--- config.mk ---
export PLATFORM = sky130hd
export DESIGN_NAME = dmem_req_arbiter
export DESIGN_NICKNAME = d
export VERILOG_FILES = /design/src/rtl/dmem_req_arbiter_pkg.sv /design/src/rtl/dmem_req_arbiter_pick.sv /design/src/rtl/dmem_req_arbiter.sv
export SDC_FILE = /design/constraint.sdc
export NUM_CORES = 1
export LEC_CHECK = 0
export CORE_AREA = 5 5 88 123
export DETAILED_ROUTE_END_ITERATION = 16
export DIE_AREA = 0 0 93 128
export PLACE_DENSITY = 0.84
export SLEW_MARGIN = 5
export SYNTH_ARGS = -nofsm -noshare
export SYNTH_HDL_FRONTEND = slang
export SYNTH_SLANG_ARGS = --single-unit
--- constraint.sdc ---
create_clock -name clock -period 3.2 [get_ports clock]
set_input_delay 0.64 -clock clock [delete_from_list [all_inputs] [get_ports clock]]
set_output_delay 0.64 -clock clock [all_outputs]
set_load 0.02 [all_outputs]
--- src/rtl/dmem_req_arbiter_pkg.sv ---
// Shared types for the DMem request arbiter: address width, grant index,
// FSM states and the latched access configuration.
package dmem_req_arbiter_pkg;

    localparam int ADDR_WIDTH = 16;

    typedef logic [ADDR_WIDTH-1:0] address_t;
    typedef logic [1:0]            gidx_t;

    typedef enum logic [1:0] {
        IDLE    = 2'd0,
        GRANT   = 2'd1,
        RELEASE = 2'd2
    } arb_state_e;

    typedef struct packed {
        address_t length;
        address_t stride;
        address_t base;
    } acc_cfg_t;

    // Next requester index modulo 3.
    function automatic gidx_t gidx_inc(gidx_t i);
        return (i == 2'd2) ? 2'd0 : i + 2'd1;
    endfunction

endpackage

--- src/rtl/dmem_req_arbiter_pick.sv ---
// rr_pick3: combinational round-robin picker over three requesters.
// Search starts at ptr and proceeds ascending modulo 3; the first set
// request wins. A pointer of 3 is treated as 0.
module rr_pick3
    import dmem_req_arbiter_pkg::*;
(
    input  logic [2:0] req,
    input  gidx_t      ptr,
    output logic       vld,
    output gidx_t      idx
);

    gidx_t      ptr_n;
    logic [2:0] cand;

    assign ptr_n = (ptr == 2'd3) ? 2'd0 : ptr;

    // Walk the search order backwards so the nearest candidate overwrites last.
    always_comb begin
        vld  = 1'b0;
        idx  = 2'd0;
        cand = 3'd0;
        for (int k = 2; k >= 0; k--) begin
            cand = {1'b0, ptr_n} + 3'(k);
            if (cand >= 3'd3) cand = cand - 3'd3;
            if (req[cand[1:0]]) begin
                vld = 1'b1;
                idx = cand[1:0];
            end
        end
    end

endmodule

--- src/rtl/dmem_req_arbiter.sv ---
// dmem_req_arbiter: grants one DMem AGU port to one of three requesters.
// Round-robin pick in IDLE, config latched on the IDLE->GRANT edge, grant
// held until I_Term, then one RELEASE cycle with all grants low.
module dmem_req_arbiter
    import dmem_req_arbiter_pkg::*;
#(
    parameter int ADDR_W  = 16,
    parameter int NUM_REQ = 3
) (
    input  logic              clock,
    input  logic              reset,
    input  logic              I_Req1,
    input  logic              I_Req2,
    input  logic              I_Req3,
    input  logic [ADDR_W-1:0] I_Length1,
    input  logic [ADDR_W-1:0] I_Length2,
    input  logic [ADDR_W-1:0] I_Length3,
    input  logic [ADDR_W-1:0] I_Stride1,
    input  logic [ADDR_W-1:0] I_Stride2,
    input  logic [ADDR_W-1:0] I_Stride3,
    input  logic [ADDR_W-1:0] I_Base_Addr1,
    input  logic [ADDR_W-1:0] I_Base_Addr2,
    input  logic [ADDR_W-1:0] I_Base_Addr3,
    input  logic              I_Term,
    output logic              O_Grant1,
    output logic              O_Grant2,
    output logic              O_Grant3,
    output logic              O_GrantVld,
    output logic [1:0]        O_GrantNo,
    output logic [ADDR_W-1:0] O_Length,
    output logic [ADDR_W-1:0] O_Stride,
    output logic [ADDR_W-1:0] O_Base_Addr,
    output logic              O_Start,
    output logic              O_Busy
);

    if (NUM_REQ != 3) begin : g_bad_num_req
        $error("dmem_req_arbiter: NUM_REQ must be 3");
    end
    if (ADDR_W != ADDR_WIDTH) begin : g_bad_addr_w
        $error("dmem_req_arbiter: ADDR_W must match address_t width");
    end

    arb_state_e state_q, state_n;
    logic [2:0] grant_q, grant_d;
    logic       gvld_q;
    gidx_t      gno_q, gno_d;
    gidx_t      ptr_q, ptr_d;
    acc_cfg_t   cfg_q, cfg_d, cfg_sel;
    logic       start_q, start_d;
    logic       busy_q;
    logic       pick_vld;
    gidx_t      pick_idx;
    logic [2:0] req_vec;

    assign req_vec = {I_Req3, I_Req2, I_Req1};

    rr_pick3 u_pick (
        .req (req_vec),
        .ptr (ptr_q),
        .vld (pick_vld),
        .idx (pick_idx)
    );

    // Config of the current round-robin winner.
    always_comb begin
        case (pick_idx)
            2'd1:    cfg_sel = '{I_Length2, I_Stride2, I_Base_Addr2};
            2'd2:    cfg_sel = '{I_Length3, I_Stride3, I_Base_Addr3};
            default: cfg_sel = '{I_Length1, I_Stride1, I_Base_Addr1};
        endcase
    end

    // FSM state register.
    always_ff @(posedge clock or negedge reset) begin
        if (!reset) state_q <= IDLE;
        else        state_q <= state_n;
    end

    // Next state: arbitrate only in IDLE; only I_Term ends a grant.
    always_comb begin
        state_n = state_q;
        case (state_q)
            IDLE:    if (pick_vld) state_n = GRANT;
            GRANT:   if (I_Term)   state_n = RELEASE;
            RELEASE: state_n = IDLE;
            default: state_n = IDLE;
        endcase
    end

    // Output next values: latch winner on grant, clear and advance pointer on term.
    always_comb begin
        grant_d = grant_q;
        gno_d   = gno_q;
        cfg_d   = cfg_q;
        ptr_d   = ptr_q;
        start_d = 1'b0;
        case (state_q)
            IDLE: begin
                if (pick_vld) begin
                    grant_d = 3'b001 << pick_idx;
                    gno_d   = pick_idx;
                    cfg_d   = cfg_sel;
                    start_d = 1'b1;
                end
            end
            GRANT: begin
                if (I_Term) begin
                    grant_d = 3'b000;
                    gno_d   = 2'd0;
                    ptr_d   = gidx_inc(gno_q);
                end
            end
            default: ;
        endcase
    end

    // Output registers; every port is driven straight from a flop.
    always_ff @(posedge clock or negedge reset) begin
        if (!reset) begin
            grant_q <= 3'b000;
            gvld_q  <= 1'b0;
            gno_q   <= 2'd0;
            ptr_q   <= 2'd0;
            cfg_q   <= '0;
            start_q <= 1'b0;
            busy_q  <= 1'b0;
        end else begin
            grant_q <= grant_d;
            gvld_q  <= |grant_d;
            gno_q   <= gno_d;
            ptr_q   <= ptr_d;
            cfg_q   <= cfg_d;
            start_q <= start_d;
            busy_q  <= (state_n != IDLE);
        end
    end

    assign O_Grant1    = grant_q[0];
    assign O_Grant2    = grant_q[1];
    assign O_Grant3    = grant_q[2];
    assign O_GrantVld  = gvld_q;
    assign O_GrantNo   = gno_q;
    assign O_Length    = cfg_q.length;
    assign O_Stride    = cfg_q.stride;
    assign O_Base_Addr = cfg_q.base;
    assign O_Start     = start_q;
    assign O_Busy      = busy_q;

endmodule

# Yosys cells after proc, flatten, opt, wreduce, memory -nomap -nowiden
# Cells that the tools add are included.
[word_totals] ff_bits=60 in_bits=150 output_inout_bits=56 wordCells=66
[classes] add_sub_neg=6 magnitude_cmp=6 eq_ne=7 shift=1 n_mux=29 reduce_logical=7
[ops] operator="$pmux W48 S2" count=1
[ops] operator="$mux W2" count=12
[ops] operator="$lt A2 B3 Y1 const B" count=3
[ops] operator="$mux W1" count=8
[ops] operator="$pmux W2 S2" count=2
[ops] operator="$bmux W1 S2" count=3
[ops] operator="$eq A2 B2 Y1 const B" count=3
[ops] operator="$ge A3 B2 Y1 const B" count=2
[ops] operator="$mux W3" count=2
[ops] operator="$pmux W3 S2" count=1
[ops] operator="$sub A2 B2 Y2 const B" count=3
[ops] operator="$eq A2 B1 Y1 const B" count=2
[ops] operator="$ne A2 B2 Y1 const B" count=2
[ops] operator="$reduce_and A2 Y1" count=2
[ops] operator="$reduce_bool A2 Y1" count=2
[ops] operator="$add A2 B1 Y3 const B" count=1
[ops] operator="$add A2 B2 Y3 const B" count=1
[ops] operator="$reduce_and A3 Y1" count=1
[ops] operator="$reduce_or A3 Y1" count=1
[ops] operator="$shl A1 B2 Y3 const A" count=1
[ops] operator="$add A2 B1 Y2 const B" count=1
[ops] operator="$ge A2 B2 Y1 const B" count=1
[ops] operator="$logic_not A2 Y1" count=1

# Longest topological paths before layout
[logic_depth] word_depth=14 mapped_depth=12 depth_no_buf=10

# By module
# From an unflattened synthesis, not the netlist that was laid out.
[hier_totals] cells_unflattened=398 area_unflattened_um2=3330.7
[by_module_without_submodules] module="dmem_req_arbiter" instances=1 cells_per_inst=371 area_per_inst_um2=3139.3 seq_area_each_um2=1501.4
[by_module_without_submodules] module="rr_pick3" instances=1 cells_per_inst=27 area_per_inst_um2=191.4 seq_area_each_um2=0.0

# Worst setup path after synthesis
# Ideal clock, no wire load.
[synth_timing] kind="reg-to-reg" from="register ptr_q[0]" to="register cfg_q (netlist bit O_Length[7])" setup_time_ns=0.127 arrival_ns=2.607 required_ns=3.073 slack_ns=0.465 stages_incl_launch_ff=12 path_buffers=2 period_less_slack_ns=2.735 path_cell_list="dfrtp_1 > inv_1 > ha_1 > maj3_1 > o221ai_1 > inv_1 > ha_1 > clkbuf_1 > clkbuf_1 > nand2_1 > o21ai_0 > mux2_1"
[synth_via] elab_chain_cells=12 word_cells_on_any_way=29 cone_classes="5 x add/sub; 3 x order compare; 3 x eq/ne; 17 x mux; 1 x reduce/logical"
[synth_rtl] item="start, declared" line_no="dmem_req_arbiter.sv:48" source="gidx_t ptr_q, ptr_d;"
[synth_rtl] item="start signal, assigned" line_no="dmem_req_arbiter.sv:132" source="ptr_q <= ptr_d;"
[synth_rtl] item="$eq A2 B2 Y1" line_no="dmem_req_arbiter_pick.sv:16" source="assign ptr_n = (ptr == 2'd3) ? 2'd0 : ptr;"
[synth_rtl] item="$mux W2 *" line_no="dmem_req_arbiter_pick.sv:16"
[synth_rtl] item="$add A2 B2 Y3" line_no="dmem_req_arbiter_pick.sv:24" source="cand = {1'b0, ptr_n} + 3'(k);"
[synth_rtl] item="$ge A3 B2 Y1 / $sub A2 B2 Y2 (equally long branches)" line_no="dmem_req_arbiter_pick.sv:25" source="if (cand >= 3'd3) cand = cand - 3'd3;"
[synth_rtl] item="$mux W2" line_no="dmem_req_arbiter_pick.sv:25"
[synth_rtl] item="$bmux W1 S2" line_no="dmem_req_arbiter_pick.sv:26" source="if (req[cand[1:0]]) begin"
[synth_rtl] item="$mux W1 (not written as such)" line_no="dmem_req_arbiter_pick.sv:26"
[synth_rtl] item="$mux W2 (3 in a row)" line_no="dmem_req_arbiter_pick.sv:26"
[synth_rtl] item="$eq A2 B2 Y1 / $eq A2 B1 Y1 (equally long branches)" line_no="dmem_req_arbiter.sv:67" source="case (pick_idx)"
[synth_rtl] item="$pmux W48 S2" line_no="dmem_req_arbiter.sv:67"
[synth_rtl] item="end signal, assigned" line_no="dmem_req_arbiter.sv:133" source="cfg_q <= cfg_d;"
[synth_rtl] item="end, declared" line_no="dmem_req_arbiter.sv:49" source="acc_cfg_t cfg_q, cfg_d, cfg_sel;"
# Mark *: on every way between the ends. The rest lies on a longest branch, timed or not. The select of a mux whose other input is x is not followed.
# A chain may end at the register's enable or synchronous reset.

# Final worst setup path
[layout_timing] from="input port I_Req1" to="register cfg_q (netlist bit O_Stride[6])"
[layout_via] elab_chain_cells=7 word_cells_on_any_way=16 cone_classes="2 x eq/ne; 13 x mux; 1 x reduce/logical"
[layout_rtl] item="start, declared" line_no="dmem_req_arbiter.sv:12" source="input logic I_Req1,"
[layout_rtl] item="$bmux W1 S2" line_no="dmem_req_arbiter_pick.sv:26"
[layout_rtl] item="$mux W1 (not written as such)" line_no="dmem_req_arbiter_pick.sv:26"
[layout_rtl] item="$mux W2 (3 in a row)" line_no="dmem_req_arbiter_pick.sv:26"
[layout_rtl] item="$eq A2 B2 Y1 / $eq A2 B1 Y1 (equally long branches)" line_no="dmem_req_arbiter.sv:67"
[layout_rtl] item="$pmux W48 S2" line_no="dmem_req_arbiter.sv:67"
# Parallel ways exist; a longest one is shown, timed or not. The select of a mux whose other input is x is not followed.

==> impl_summary.log <==
[metrics] post-synthesis instance area: 3530 sq um
[metrics] final worst-path cycle share: 84.5%
[metrics] fraction of the mapped netlist area in simple logic gates: 8.54%
[metrics] clock tree from TritonCTS: yes
[metrics] Int Pwr: 0.00377 W
[metrics] Switching Power: 0.00239 W
[metrics] combinational share of power: 62.3%
[metrics] total number of placement rows: 43
[metrics] die boundary height: 128 um
[metrics] LEAKAGE: 2.53 nW
[metrics] max-slew headroom at the worst pin: 46.1%
[metrics] Inserted Clock Buffers: 9
[metrics] detailed-router iteration count before antenna repair: 4
[metrics] adder and majority gate portion of the synthesized area: 2.37%
[metrics] maximum capacitance violations: 0
[metrics] fill cell total of the finished layout: 783
[metrics] maximum buffer depth of the clock tree: 2
[metrics] DP Area: 5660 sq um
[metrics] Primary FF master, synth: sky130_fd_sc_hd__dfrtp_1
[metrics] relative contribution of the clock network to total power: 15.7%
[metrics] fraction of synthesized cell area in xor and xnor cells: 0%
[metrics] die footprint: 11,900 sq um
[metrics] final hold vios: 0
[metrics] required time of the worst setup path: 3.47 ns
[metrics] switching share of total power: 38.8%
[metrics] Avg Inst Size Synth: 10.6 sq um
[metrics] count of antenna diodes in the layout: 0
[metrics] count of flip-flops with a built-in enable after synthesis: 0
[metrics] final design utilization: 61.6%
[metrics] most used standard cell by instance count after synthesis: sky130_fd_sc_hd__dfrtp_1
[metrics] final setup violation count: 0
[metrics] Reg-to-Reg End: O_Stride[6]
[metrics] number of distinct standard cells referenced by the synthesized netlist: 29
[metrics] transition time at the pin with the least slew margin: 0.808 ns
[metrics] outcome: finished, final reports clean
[metrics] post-synthesis net count: 489
[metrics] wire length per cell: 17.9 um
[metrics] dominant cell type by area after synthesis: sky130_fd_sc_hd__dfrtp_1
[metrics] post-route antenna net violation count: 0
[metrics] total track usage: 19.2%
[metrics] number of global-route vias before repair: 3,638
[metrics] pwr/cell area: 1030 nW/um^2
[metrics] fraction of layout cells with a size suffix above 1: 13.6%
[metrics] synthesized flop and latch total: 60
[metrics] area growth from synthesis to layout: 68.8%
[metrics] vias: 3,366
[metrics] CTS root buffer: sky130_fd_sc_hd__clkbuf_16
[metrics] setup clock skew after layout: 0.00776 ns
[metrics] Clock transition at path regs: 0.05 ns
[metrics] leftover overflow at the end of global routing: 0
[metrics] data arrival at the endpoint of the critical path: 2.97 ns
[metrics] Post-CTS Setup Inserts: 0
[metrics] Reg area: 1500 sq um
[metrics] highest clock frequency the design can meet: 370 MHz
[metrics] crit path time final: 2.70 ns
[metrics] deepest level of the CTS H-tree: 3
[metrics] ranking of synthesized cells by instance count: 60 x sky130_fd_sc_hd__dfrtp_1, 53 x sky130_fd_sc_hd__nand2_1, 50 x sky130_fd_sc_hd__o21ai_0, 48 x sky130_fd_sc_hd__a22oi_1, 40 x sky130_fd_sc_hd__mux2_4
[metrics] antenna violations before repair: 0
[metrics] maximum number of pins on one net before global-route repair: 53
[metrics] Std-Cell Core Area: 9680 sq um
[metrics] proportion of register bits with asynchronous set or reset after synthesis: 100%
[metrics] post-detail-place hpwl: 8810 um
[metrics] depth of the most critical reg-to-reg path: 10
[metrics] placer congestion estimate: 0.870
[metrics] Crit Reg-Reg Startpoint: ptr_q[0]
[metrics] crit start category: primary input
[metrics] final count of pins violating max slew: 0
[metrics] number of buffers inserted for hold repair after clock tree synthesis: 0
[metrics] type of the most critical hold path: primary input to asynchronous set/reset pin
[metrics] Peak VDD IR: 0.575 mV
[metrics] post-synthesis mux area share: 20.4%
[metrics] count of port buffers added during placement: 205
[metrics] detailed-route wire length: 11,600 um
[metrics] largest cells by area after synthesis: sky130_fd_sc_hd__dfrtp_1 43%, sky130_fd_sc_hd__mux2_4 17%, sky130_fd_sc_hd__a22oi_1 10%
[metrics] post-synthesis sequential area ratio: 42.5%
[metrics] worst skew pair latency: 0.33 ns
[metrics] multi-input logic area: 1810 sq um
[metrics] initial drt markers: 144
[metrics] proportion of netlist area held by the largest area contributor: 42.5%
[metrics] global-route wire length before repair: 17,800 um
[metrics] number of clock sinks: 60
[metrics] starting density of the core: 36.5%
[metrics] floorplan die width: 93 um
[metrics] CP Max Fanout: 27
[metrics] Resize count post-CTS: 0
[metrics] share of the synthesized area in compound gates (AO/OA/AOI/OAI): 19.7%
[metrics] total number of yosys warnings: 0
[metrics] CP Class: primary input to flip-flop
[metrics] internal reg-to-reg setup slack: 0.51 ns
[metrics] Layout Nets: 687
[metrics] number of vias per cell: 5.19
[metrics] sequential power share: 22.0%
[metrics] final std cell area, no fill: 5960 sq um
[metrics] Post-Syn Instances: 334
[metrics] Setup Total Neg Slack: 0 ns
[metrics] number of remaining DRC errors: 0
[metrics] main combinational cell family by area after synthesis: multiplexers
[metrics] RSZ-0062 raised after global routing: false
[metrics] num ports: 206
[metrics] kind of end point of the critical path: flip-flop
==> power groups by stage <==
stage / logic, W / clock network, W / registers, W
2_1_floorplan: 0.00218 / 0 / 0.00175
3_3_place_gp: 0.00374 / 0 / 0.00134
3_5_place_dp: 0.00385 / 0 / 0.00136
4_1_cts: 0.00388 / 0.000988 / 0.00136
5_1_grt: 0.00413 / 0.00102 / 0.00140
6_report: 0.00383 / 0.000965 / 0.00136
==> area by class of cell <==
cell class | instances | share of cell area [%]
clock inverters | 5 | 0.839
well taps | 112 | 2.35
inverters | 7 | 0.441
multi-input cells | 239 | 30.3
flip-flops and latches | 60 | 25.2
clock buffers | 11 | 4.24
repair buffers | 215 | 36.6
==> flip-flops by register name, indices dropped and copies added (netlist names) <==
signal       cells
O_Base_Addr     16
O_Busy           1
O_GrantNo        2
O_GrantVld       1
O_Length        16
O_Start          1
O_Stride        16
grant_q          3
ptr_q            2
state_q          2
==> per-stage QoR <==
step | power, W | worst slack, ns | hold WS (ns) | instances
after floorplan | 0.00393 | 0.465 | 0.344 | 334
after global placement | 0.00508 | 0.243 | 0.450 | 633
after detailed placement | 0.00521 | 0.168 | 0.465 | 633
after CTS | 0.00623 | 0.517 | 0.426 | 649
after global routing | 0.00655 | 0.343 | 0.471 | 649
final | 0.00616 | 0.495 | 0.402 | 649
==> worst max-delay path, cell delays in order <==
cell	delay (ns)
sky130_fd_sc_hd__clkdlybuf4s50_1	0.48
sky130_fd_sc_hd__inv_1	0.06
sky130_fd_sc_hd__maj3_1	0.32
sky130_fd_sc_hd__o221ai_1	0.22
sky130_fd_sc_hd__buf_4	0.17
sky130_fd_sc_hd__ha_2	0.20
sky130_fd_sc_hd__buf_4	0.31
sky130_fd_sc_hd__a22oi_1	0.16
sky130_fd_sc_hd__o21ai_0	0.21
sky130_fd_sc_hd__mux2_4	0.17
==> placed cells by master (no fill, tap or decap), types with 2 or more instances in the layout <==
cell,netlist,final
sky130_fd_sc_hd__clkdlybuf4s50_1,0,204
sky130_fd_sc_hd__dfrtp_1,60,60
sky130_fd_sc_hd__nand2_1,53,53
sky130_fd_sc_hd__o21ai_0,50,50
sky130_fd_sc_hd__a22oi_1,48,48
sky130_fd_sc_hd__mux2_4,40,40
sky130_fd_sc_hd__clkbuf_16,0,9
sky130_fd_sc_hd__mux2_1,8,8
sky130_fd_sc_hd__inv_1,6,6
sky130_fd_sc_hd__o21ai_1,5,5
sky130_fd_sc_hd__buf_4,0,5
sky130_fd_sc_hd__buf_12,6,5
sky130_fd_sc_hd__a21oi_1,4,4
sky130_fd_sc_hd__nor2_1,4,4
sky130_fd_sc_hd__clkinv_2,0,4
sky130_fd_sc_hd__nand3b_1,3,3
sky130_fd_sc_hd__nand4_1,3,3
sky130_fd_sc_hd__mux2i_1,3,3
sky130_fd_sc_hd__ha_1,5,3
sky130_fd_sc_hd__nor3_1,2,2
sky130_fd_sc_hd__ha_2,0,2
sky130_fd_sc_hd__clkbuf_8,0,2
==> logic make-up after synthesis <==
| family | after synthesis |
|---|---|
| muxes | 51 |
| and+or+nand+nor | 70 |
| adders and majority gates | 7 |
| DFF | 60 |
| AOI/OAI and AO/OA | 111 |
| buffers and inverters | 35 |
==> worst max path at each step <==
stage                   from           end  depth (start not counted)
finish                I_Req1   O_Stride[6]                         10
global route        ptr_q[0]   O_Stride[6]                         10
CTS                   I_Req1   O_Stride[6]                         10
detailed placement    I_Req1   O_Stride[6]                         10
global placement      I_Req1  O_Stride[11]                         10
floorplan           ptr_q[0]   O_Length[7]                         11
==> metal layers <==
| layer | up-vias | part of all wire [%] | track usage, % |
|---|---|---|---|
| met3 | 30 | 7.1 | 4.46 |
| met5 | - | 0 | 0 |
| li1 | 1605 | - | - |
| met2 | 148 | 52 | 34.5 |
| met1 | 1583 | 37 | 20.6 |
| met4 | 0 | 3.2 | 10.4 |
(Power assumes the default switching activity.)
